<file path="config.mk">
export PLATFORM = sky130hd
export DESIGN_NAME = branch_resolver
export DESIGN_NICKNAME = d
export VERILOG_FILES = /design/src/rtl/branch_resolver.sv
export SDC_FILE = /design/constraint.sdc
export NUM_CORES = 1
export LEC_CHECK = 0
export ABC_CLOCK_PERIOD_IN_PS = 2000
export CORE_ASPECT_RATIO = 1.25
export CORE_UTILIZATION = 33
export CTS_CLUSTER_DIAMETER = 200
export DETAILED_ROUTE_END_ITERATION = 8
export PLACE_DENSITY_LB_ADDON = 0.1
export SYNTH_ARGS = -nofsm -noshare
export SYNTH_HDL_FRONTEND = slang
export SYNTH_SLANG_ARGS = --single-unit
</file>
<file path="constraint.sdc">
create_clock -name clk_in -period 2 [get_ports clk_in]
set_input_delay 0.5 -clock clk_in [delete_from_list [all_inputs] [get_ports clk_in]]
set_output_delay 0.5 -clock clk_in [all_outputs]
set_load 0.05 [all_outputs]
</file>
<file path="src/rtl/branch_resolver.sv">
// branch_resolver: commit-side control-flow checker.
// Compares each retiring JAL/JALR/branch's predicted next-PC with its resolved
// next-PC. On a mismatch it pulses redirect_valid for one enabled cycle and
// holds flush_out (blocking commits) for FLUSH_CYCLES enabled cycles.
// Optional feature macro: BRANCH_STATS_EN adds saturating stat_total/stat_miss.
module branch_resolver #(
  parameter int FLUSH_CYCLES = 2
) (
  input  logic        clk_in,
  input  logic        rst_in,
  input  logic        rdy_in,
  input  logic        cm_valid,
  input  logic [6:0]  cm_opcode,
  input  logic [31:0] cm_pc,
  input  logic [31:0] cm_pred_pc,
  input  logic [31:0] cm_real_pc,
  output logic        cm_ready,
  output logic        flush_out,
  output logic        redirect_valid,
  output logic [31:0] redirect_pc
`ifdef BRANCH_STATS_EN
  ,
  output logic [31:0] stat_total,
  output logic [31:0] stat_miss
`endif
);

  localparam logic       IDLE  = 1'b0;
  localparam logic       FLUSH = 1'b1;

  localparam logic [6:0] OP_JAL    = 7'b1101111;
  localparam logic [6:0] OP_JALR   = 7'b1100111;
  localparam logic [6:0] OP_BRANCH = 7'b1100011;

  localparam logic [3:0] FLUSH_LOAD = 4'(FLUSH_CYCLES - 1);

  logic       state_reg;
  logic [3:0] count_reg;
  logic       flush_reg;
  logic       redirect_valid_reg;
  logic [31:0] redirect_pc_reg;

  logic accept;
  logic is_cf;
  logic mispredict;

  // The commit PC only identifies the instruction; the checker needs next-PCs.
  logic unused_pc;
  assign unused_pc = ^cm_pc;

  // Ready depends on state alone so there is no path from cm_* back to the ROB.
  assign cm_ready = (state_reg == IDLE);

  // Decode the commit: accepted, control-flow, and mispredicted (full compare).
  always_comb begin
    is_cf      = (cm_opcode == OP_JAL) || (cm_opcode == OP_JALR) ||
                 (cm_opcode == OP_BRANCH);
    accept     = cm_valid && cm_ready && rdy_in && !rst_in;
    mispredict = accept && is_cf && (cm_pred_pc != cm_real_pc);
  end

  // Recovery FSM: IDLE accepts commits; FLUSH counts down the flush window.
  always_ff @(posedge clk_in) begin
    if (rst_in) begin
      state_reg          <= IDLE;
      count_reg          <= 4'd0;
      flush_reg          <= 1'b0;
      redirect_valid_reg <= 1'b0;
      redirect_pc_reg    <= 32'd0;
    end else if (rdy_in) begin
      redirect_valid_reg <= 1'b0;
      case (state_reg)
        IDLE: begin
          if (mispredict) begin
            state_reg          <= FLUSH;
            count_reg          <= FLUSH_LOAD;
            flush_reg          <= 1'b1;
            redirect_valid_reg <= 1'b1;
            redirect_pc_reg    <= {cm_real_pc[31:1], 1'b0};
          end
        end
        default: begin
          if (count_reg == 4'd0) begin
            state_reg <= IDLE;
            flush_reg <= 1'b0;
          end else begin
            count_reg <= count_reg - 4'd1;
          end
        end
      endcase
    end
  end

  assign flush_out      = flush_reg;
  assign redirect_valid = redirect_valid_reg;
  assign redirect_pc    = redirect_pc_reg;

`ifdef BRANCH_STATS_EN
  logic [31:0] stat_total_reg;
  logic [31:0] stat_miss_reg;

  // Saturating counters of accepted control-flow commits and mispredictions.
  always_ff @(posedge clk_in) begin
    if (rst_in) begin
      stat_total_reg <= 32'd0;
      stat_miss_reg  <= 32'd0;
    end else begin
      if (accept && is_cf && (stat_total_reg != 32'hFFFF_FFFF))
        stat_total_reg <= stat_total_reg + 32'd1;
      if (mispredict && (stat_miss_reg != 32'hFFFF_FFFF))
        stat_miss_reg <= stat_miss_reg + 32'd1;
    end
  end

  assign stat_total = stat_total_reg;
  assign stat_miss  = stat_miss_reg;
`endif

endmodule

</file>
=== Word-level counts from Yosys, hierarchy flattened ===
Cells that the tools add are included.

* Add/subtract/negate cells: 1
* Eq/ne operators: 6
* Reductions and logical operators: 13
* Muxes and demuxes: 10
* Bitwise operators: 1

{| class="wikitable"
|+ Operator list
! operator !! number
|-
| 32-bit inequality test || 1
|-
| 7-bit == test (second input constant) || 3
|-
| 4-bit 2-to-1 mux || 3
|-
| 3-bit AND reduction || 3
|-
| 1-bit 2-to-1 mux || 7
|-
| 1-bit logical AND || 5
|-
| 4-bit zero test || 1
|-
| 4-bit by 1-bit subtractor with 4-bit output (second input constant) || 1
|-
| 1-bit logical OR || 2
|-
| 2-bit by 1-bit inequality test with 1-bit output (second input constant) || 1
|-
| 2-bit inequality test (second input constant) || 1
|-
| 2-bit nonzero test || 1
|-
| 1-bit zero test || 1
|-
| 1-bit inverter || 1
|}

* Register bits after elaboration: 38

=== Logic depth before layout (Yosys ltp) ===
* Depth in word-level cells: 8
* Mapped depth: 8

=== Worst setup path before layout ===
Ideal clock, no wire load.

* Path type: in2reg
* From: input port cm_real_pc[31]
* To: register redirect_pc_reg[1] (netlist: redirect_pc[1])
* Stages: 7
* Arrival: 1.860 ns
* Slack: 0.021 ns
* Required time: 1.881 ns
* Path buffers: 2
* Cells stage by stage: xor2_1 nor4_2 nand4_1 o41a_1 buf_6 buf_8 mux2i_1

* Word-level cells in the longest chain between the ends: 3

{| class="wikitable"
|+ RTL lines
! what !! RTL line !! text
|-
| start, declared || 16 || <nowiki>input logic [31:0] cm_real_pc,</nowiki>
|-
| 32-bit inequality test || 59 || <nowiki>mispredict = accept && is_cf && (cm_pred_pc != cm_real_pc);</nowiki>
|-
| 1-bit logical AND || 59 ||
|-
| 3-bit AND reduction (no source line) || n/a ||
|-
| end signal, assigned || 79 || <nowiki>redirect_pc_reg <= {cm_real_pc[31:1], 1'b0};</nowiki>
|-
| end, declared || 41 || <nowiki>logic [31:0] redirect_pc_reg;</nowiki>
|}

Every way passes these cells.
A chain may end at the register's enable or synchronous reset.

=== Final worst setup path ===
* From: input port cm_real_pc[0]
* To: register redirect_pc_reg[23] (netlist: redirect_pc[23])

The elaborated chain is that of the path after synthesis.

==> flow_metrics.py <==
metrics = {
    "timing": {
        "period_share": 1.004,
        "slew_violations": 0,
        "rsz0062_at_grt": "yes",
        "hold_viol": 0,
        "fin_ws_ns": -0.007419,
        "skew_ns": 0.005111,
        "setup_viol": 4,
        "hold_ws_ns": 0.4593,
        "worst_slew_pin_slew_ns": 0.5172,
        "timing.final.crit_period_ns": 2.007,
        "fmaxAchievable_ghz": 0.4982,
        "relSlewSlack": 0.6552,
    },
    "global_route": {
        "grt_usage": 0.1802,
        "grt_pass1_vias": 1984,
        "antenna_found_initial": 0,
        "grt-ovfl-total": 0,
        "grt_pass1_wl_um": 9294,
        "grt_max_degree": 72,
    },
    "synth": {
        "synth.top_cell.area_share": 0.3462,
        "synthAdderAreaFrac": 0.01139,
        "synth_edf_count": 0,
        "yosys.area.top_type": "dfxtp_1",
        "synth_top_family_by_area": "simple AND/OR/NAND/NOR gates",
        "synth-simple-area-share": 0.2585,
        "synth_xor_area_frac": 0.1315,
        "yosysMostFrequentCell": "nand2b_1",
        "yosysSeqAreaShare": 0.3462,
        "synth-compound-area-share": 0.05011,
        "synth_area_sq_um": 2197,
        "syn_nets": 337,
        "yosys_warnings": 0,
        "synth.area.top_cells": "dfxtp_1 35%, nand2b_1 17%, mux2i_1 14%",
        "ys.flop_type": "dfxtp_1",
        "ys_seq_elements": 38,
        "avgSynthCellArea_sq_um": 9.636,
        "async_flop_share": 0,
        "synth_cell_types": 36,
        "synthCells": 228,
        "netlist_top_cells_count": "59 x nand2b_1, 38 x dfxtp_1, 31 x mux2i_1",
        "synth_mux_area_frac": 0.1412,
    },
    "die": {
        "rows": 32,
        "core_sq_um": 6286,
        "pin_count": 142,
        "die-area_sq_um": 6990,
        "initial_core_util": 0.3495,
        "die_w_um": 74.98,
        "die_y_um": 93.23,
    },
    "place": {
        "place.port_buffers": 108,
        "place_ws_ns": -0.7132,
        "numPlacedInstances": 432,
        "dpl_cell_area_sq_um": 3433,
        "place_congestion": 0.7789,
        "dp_hpwl_um": 4537,
    },
    "detailed_routing": {
        "dr.pass1.iters": 3,
        "vias": 1984,
        "ant_nets": 0,
        "dr.first_iter.drc_count": 70,
        "drcViolationCount": 0,
        "avgViaCountPerCell": 4.499,
        "wl_per_cell_um": 13.56,
        "wl_um": 5978,
    },
    "finish": {
        "multi_input_area_sq_um": 1489,
        "fin_cells": 441,
        "antennaDiodeCount": 0,
        "layout.area.seq_sq_um": 760.7,
        "fin_nets": 464,
        "utilization": 0.5912,
        "fillers": 597,
        "finalInstanceArea_sq_um": 3716,
        "syn_to_final_growth_pct": 69.13,
        "largest_register_ffs": 31,
        "drive_gt1_frac": 0.2725,
    },
    "clocking": {
        "clock_path_buffers": 2,
        "cts.hold.buffers_added": 0,
        "cts_tree": "built",
        "cts_setup_buffers": 0,
        "htreeDepth": 2,
        "numCtsBuffers": 5,
        "clkSlewWorstSetupHoldPaths_ns": 0.07,
        "cts.sinks": 38,
        "clk_latency_ns": 0.30,
        "cts_root_buf": "clkbuf_8",
    },
    "job": {
        "drv_cap": 0,
    },
    "power_and_ir_drop": {
        "max-vdd-ir-drop_mv": 0.3240,
        "power.leakage_uw": 0.001589,
        "power_per_cell_area_nw_per_um2": 511.4,
        "p_comb_frac": 0.171,
        "p_int_uw": 1473,
        "switchingPower_uw": 427.6,
        "pwr-share-seq": 0.399,
        "power.share.switching": 0.2250,
        "power_frac_clock": 0.430,
    },
    "setup_path": {
        "arrival_ns": 2.20,
        "worst-setup-path-type": "input pin to flop",
        "required_ns": 2.19,
        "cp_max_fo": 8,
        "worstSetupStartpointType": "input pin",
        "end_kind": "flop",
    },
    "outcome": {
        "violations": "setup timing",
        "status": "finished with violations",
    },
    "worst_hold_path": {
        "hold_path.class": "input pin to flop",
    },
}
## cells by family after synthesis
family                     after synthesis
adders and majority gates                2
muxes                                   31
DFF                                     38
AOI/OAI and AO/OA                       16
xor gates and xnor gates                33
buffers and inverters                   20
and+or+nand+nor                         87
other                                    1
## stage by stage
stage          power [uW]  setup TNS [ns]
6_report             1900        -0.01556
5_1_grt              1983         -0.9772
4_1_cts              1926               0
2_1_floorplan       898.2               0
3_3_place_gp         1115          -25.41
3_5_place_dp         1115          -26.09
## worst paths after layout
kind / start / end / slack, ns / cells after the start
max: cm_real_pc[0] / redirect_pc[23]$_SDFFE_PP0P_ / -0.007 / 7
min: cm_real_pc[26] / redirect_pc[26]$_SDFFE_PP0P_ / 0.46 / 3
min reg2reg: redirect_valid$_SDFFE_PP0P_ / redirect_valid$_SDFFE_PP0P_ / 0.47 / 2
max reg2reg: count_reg[0]$_SDFFE_PP0P_ / flush_out$_SDFFE_PP0P_ / 0.22 / 6
## routing by layer
metal | track usage | vias to the layer above | wire, um
met2 | 0.3011 | 63 | 3051
met5 | 0 | - | 0
met3 | 0.04310 | 9 | 342
met1 | 0.2123 | 910 | 2428
met4 | 0.08491 | 0 | 155
li1 | - | 1002 | -
## power by group through the flow
stage | logic, uW | clock network (uW) | registers (uW)
after global placement | 339 | 0 | 776
final | 325 | 818 | 758
after floorplan | 118 | 0 | 780
after detailed placement | 339 | 0 | 776
after global routing | 353 | 873 | 758
after CTS | 331 | 838 | 758
## cell usage in the layout, fill, tap and decap left out, drive strengths merged, types with 8 or more instances in the layout
master,Yosys,layout
nand2b,59,59
buf,5,39
dfxtp,38,38
mux2i,31,31
clkdlybuf4s50,0,28
clkbuf,9,27
xor2,25,25
dlygate4sd2,0,23
dlymetal6s2s,0,13
clkdlybuf4s15,0,10
xnor2,8,8
## cell type report
cell class / instances / share of cell area
Clock buffer: 6 / 0.02222
Clock inverter: 2 / 0.01616
Inverter: 6 / 0.006061
Multi-Input combinational cell: 170 / 0.4007
Sequential cell: 38 / 0.2047
Tap cell: 85 / 0.02862
Timing Repair Buffer: 134 / 0.3216
## worst max-delay path: stages
cell     delay [ns]
buf_6          0.09
xor2_1         0.16
nor4_2         0.37
nand4_1        0.18
o41a_4         0.59
buf_8          0.18
mux2i_1        0.12
## repair_timing
item | 4_1_cts | 5_1_grt
resized for setup | 97 | 59
pin swaps | 33 | 22
gates cloned | 1 | 0
setup endpoints to repair | 38 | 45
Note: power is estimated with default switching activity, not from simulation.
